$ cat config.mk
export PLATFORM = sky130hd
export DESIGN_NAME = nv_nvdla_rd_eg_elastic_pipe
export DESIGN_NICKNAME = d
export VERILOG_FILES = /design/src/rtl/nv_nvdla_rd_eg_elastic_pipe.sv
export SDC_FILE = /design/constraint.sdc
export NUM_CORES = 2
export LEC_CHECK = 0
export CELL_PAD_IN_SITES_DETAIL_PLACEMENT = 1
export CELL_PAD_IN_SITES_GLOBAL_PLACEMENT = 2
export CORE_UTILIZATION = 38
export CTS_CLUSTER_DIAMETER = 200
export DETAILED_ROUTE_END_ITERATION = 16
export PLACE_DENSITY_LB_ADDON = 0.3
export SETUP_SLACK_MARGIN = 0.5
export SLEW_MARGIN = 20
export SYNTH_ARGS = -nofsm -noshare
export SYNTH_HDL_FRONTEND = slang
export SYNTH_SLANG_ARGS = --single-unit
$ cat constraint.sdc
create_clock -name nvdla_core_clk -period 15.2 [get_ports nvdla_core_clk]
set_input_delay 2.28 -clock nvdla_core_clk [delete_from_list [all_inputs] [get_ports nvdla_core_clk]]
set_output_delay 2.28 -clock nvdla_core_clk [all_outputs]
set_load 0.1 [all_outputs]
$ cat src/rtl/nv_nvdla_rd_eg_elastic_pipe.sv
// Read-return egress stage: DEPTH-entry FIFO feeding a flopped output register, optional idle bypass.
// Latency 1 cycle (BYPASS=1) or 2 cycles (BYPASS=0) when idle; in_rdy is a flop that never depends on out_rdy.
module nv_nvdla_rd_eg_elastic_pipe #(
  parameter int DW     = 514,
  parameter int DEPTH  = 4,
  parameter int BYPASS = 1,
  localparam int OCCW  = $clog2(DEPTH + 2)
) (
  input  logic            nvdla_core_clk,
  input  logic            nvdla_core_rst,
  input  logic            in_vld,
  output logic            in_rdy,
  input  logic [DW-1:0]   in_pd,
  output logic            out_vld,
  input  logic            out_rdy,
  output logic [DW-1:0]   out_pd,
  input  logic            flush,
  output logic [OCCW-1:0] occ
);
  localparam int AW = $clog2(DEPTH);

  logic [DW-1:0]   r_mem [DEPTH];
  logic [AW-1:0]   r_wp;
  logic [AW-1:0]   r_rp;
  logic [OCCW-1:0] r_cnt;
  logic            r_in_rdy;
  logic            r_out_vld;
  logic [DW-1:0]   r_out_pd;
  logic [OCCW-1:0] r_occ;

  logic            w_push;
  logic            w_ld;
  logic            w_empty;
  logic            w_byp;
  logic            w_wr;
  logic            w_rd;
  logic            w_vld_nxt;
  logic [OCCW-1:0] w_cnt_nxt;

  assign w_push    = in_vld & r_in_rdy;
  assign w_ld      = ~r_out_vld | out_rdy;
  assign w_empty   = (r_cnt == '0);
  // Bypass only when the FIFO is empty and the output register can take the word now.
  assign w_byp     = (BYPASS != 0) && w_empty && w_ld;
  assign w_wr      = w_push & ~w_byp;
  assign w_rd      = w_ld & ~w_empty;
  assign w_vld_nxt = w_ld ? (w_rd | (w_byp & w_push)) : r_out_vld;
  assign w_cnt_nxt = r_cnt + OCCW'(w_wr) - OCCW'(w_rd);

  always_ff @(posedge nvdla_core_clk) begin
    if (w_wr) begin
      r_mem[r_wp] <= in_pd;
    end
  end

  always_ff @(posedge nvdla_core_clk) begin
    if (nvdla_core_rst) begin
      r_wp      <= '0;
      r_rp      <= '0;
      r_cnt     <= '0;
      r_in_rdy  <= 1'b1;
      r_out_vld <= 1'b0;
      r_out_pd  <= '0;
      r_occ     <= '0;
    end else if (flush) begin
      // out_pd deliberately keeps its last value across a flush.
      r_wp      <= '0;
      r_rp      <= '0;
      r_cnt     <= '0;
      r_in_rdy  <= 1'b1;
      r_out_vld <= 1'b0;
      r_occ     <= '0;
    end else begin
      if (w_wr) begin
        r_wp <= r_wp + AW'(1);
      end
      if (w_rd) begin
        r_rp <= r_rp + AW'(1);
      end
      if (w_ld) begin
        r_out_vld <= w_vld_nxt;
        if (w_rd) begin
          r_out_pd <= r_mem[r_rp];
        end else if (w_byp & w_push) begin
          r_out_pd <= in_pd;
        end
      end
      r_cnt    <= w_cnt_nxt;
      r_in_rdy <= (w_cnt_nxt < OCCW'(DEPTH));
      r_occ    <= w_cnt_nxt + OCCW'(w_vld_nxt);
    end
  end

  assign in_rdy  = r_in_rdy;
  assign out_vld = r_out_vld;
  assign out_pd  = r_out_pd;
  assign occ     = r_occ;

endmodule

==> metrics <==
number of global-route vias before repair 57.19k; Hold WC Path Type reg -> reg; Peak Freq 0.1581 GHz; antenna viol nets, final 0; Starting Density 0.3837; Tmin final 6326 ps; cts bufs inserted 293; first-pass GRT wire length 400,700 µm; Nets 7,133; number of cell rows 184; clock latency on the worst-skew pair 940 ps; gr usage total 0.2113; Syn Nets 6,133; leak pwr 37.79 nW; buffer count from post-CTS setup fixing 0; IO buf count 1,037; die area 256,800 µm²; Final setup viols 0; die height 506.8 µm; initial antenna violation count 97; worst-path fanout max 134; Post-Route Utilization 0.4717; most common cell after layout, fill and taps aside edfxtp_1; Synth Instances 5,606; drt initial violations 3,679; Worst R2R Path Depth 6; max cap viols 0; DRC violations left 0; Least-Margin Pin Slew 1257 ps; share of cells above drive strength 1 0.1500; Max Slew Vio Count 0; Worst setup EP type flop; Inst Count DP 9,659; maximum root-to-sink buffer count 4; clk slew on worst S/H paths 60 ps; Multi-input gate area 22,250 µm²; H-tree depth 5; Critical Path Start Type input pin; Setup CP Type in -> reg; YS warnings 0; final worst-path cycle share 0.4162; CTS resizes 0; CTS tree built; Worst Skew 79.09 ps; Total Wirelength 276,900 µm; Rel. slew slack 0.1617; fillers 24.03k; Final Hold Fails 0; most frequent cells in the layout edfxtp_1, nand2_1, clkdlybuf4s50_1; mean post-synth cell area 17.27 µm²; Die W 506.8 µm; Peak VDD IR 0.00009543 V; Final HPWL DP 165,700 µm; # IOs 1,038; core area 252,300 µm²; largest cells by area after synthesis edfxtp_1, mux4_2, dfxtp_1, a311oi_1, nand2_1; Critical Path AT 6850 ps; Post-Layout Cell Count 10.21k; synth unique cells 28; Seq cells post-synth 2,584; status finished, final reports clean; DR pass1 iterations 5; via/cell ratio 5.381; Yosys top cell area share 0.6377; hold depth 2; final RePlAce weighted congestion 0.7681; mapped cell area 96,820 µm²; DR vias 54.92k; Overflow after GRT 0; drt wl/cell 27.13 µm; register area share after synthesis 0.7469; post-synth top area cell edfxtp_1; power per cell area 136.5 nW/µm²; CTS root buf clkbuf_16; register area 72,320 µm²; largest net degree at the start of global routing 180; RSZ-0062 raised after global routing false; P&R area growth vs syn 22.92%; count of hold-fix buffers inserted at cts 0; Power Total 16.25 mW; Req. time, crit path 15,720 ps; setup_tns 0 ps; CTS sink cnt 2,584
## area by class of cell
class,instances,share of cell area
timing repair buffer,1105,0.09290
multi-input combinational,2617,0.1869
clock inverter,86,0.006949
sequential,2584,0.6077
inverter,5,0.0001577
clock buffer,425,0.06949
tap,3348,0.03520
antenna,35,0.0007359
## per-stage QoR
stage | setup WS [ps] | hold WS (ps) | area [µm²]
finish | 8874 | 495.0 | 119000
global route | 8675 | 511.2 | 119000
CTS | 8934 | 499.6 | 119000
detailed placement | 7962 | 492.1 | 109900
global placement | 7974 | 484.6 | 109900
floorplan | -253.7 | 472.5 | 96820
## state kept, by name, indices dropped and copies added, names as in the netlist, named ones only
register  count
r_cnt         3
occ           3
r_rp          2
out_vld       1
r_wp          2
r_mem      2056
out_pd      514
in_rdy        1
## critical path, cell delays in order
cell	delay, ps
clkdlybuf4s50_1	420
nand2b_1	280
a21oi_1	500
and2_4	650
buf_12	550
buf_4	850
buf_4	690
## worst paths after layout
check        slack [ps]                      from                  endpoint
max                8870                   out_rdy   r_mem[3][149]$_DFFE_PP_
min                 490  out_pd[225]$_SDFFE_PP0P_  out_pd[225]$_SDFFE_PP0P_
max reg2reg       10400      out_vld$_SDFFE_PP0N_   r_mem[3][149]$_DFFE_PP_
min reg2reg         490  out_pd[225]$_SDFFE_PP0P_  out_pd[225]$_SDFFE_PP0P_
## cell families after synthesis
logic type      share of synthesized area
flops                              0.7469
simple gates                      0.06123
compound gates                    0.04687
mux                                0.1197
buf+inv                           0.02369
fa+ha+maj                        0.001111
xor+xnor                        0.0005429
## synth_stat cells
library cell	number
nand3_1	2
a31oi_1	1
fa_1	1
and2_1	7
dfxtp_1	528
nor2_1	524
ha_1	7
or2_2	1
mux2i_1	1
buf_2	171
buf_4	47
nor3_2	1
nand2b_1	2
o21bai_1	1
buf_1	13
nand2_1	1030
clkbuf_1	118
nor2b_1	1
or3_1	1
mux4_2	514
edfxtp_1	2056
xnor2_1	3
a211oi_2	1
a21oi_1	2
a311oi_1	514
buf_6	51
inv_1	5
xor2_1	3
## where the power goes
group          switching (mW)  leakage, nW  internal (mW)  total (mW)
combinational            1.23         10.5          0.430        1.66
clock                    2.76         4.44           3.97        6.73
sequential             0.0851         22.9           7.77        7.85
## per-layer routing
layer / track usage / wire, µm / share of wire / up-vias
met2: 0.3421 / 132900 / 0.48 / 1527
met4: 0.07174 / 8698 / 0.031 / 110
met5: 0 / 696 / 0.0025 / -
li1: - / - / - / 23990
met1: 0.2667 / 113000 / 0.41 / 28780
met3: 0.06892 / 21590 / 0.078 / 520
No activity file was read; power rests on OpenSTA's default activity.
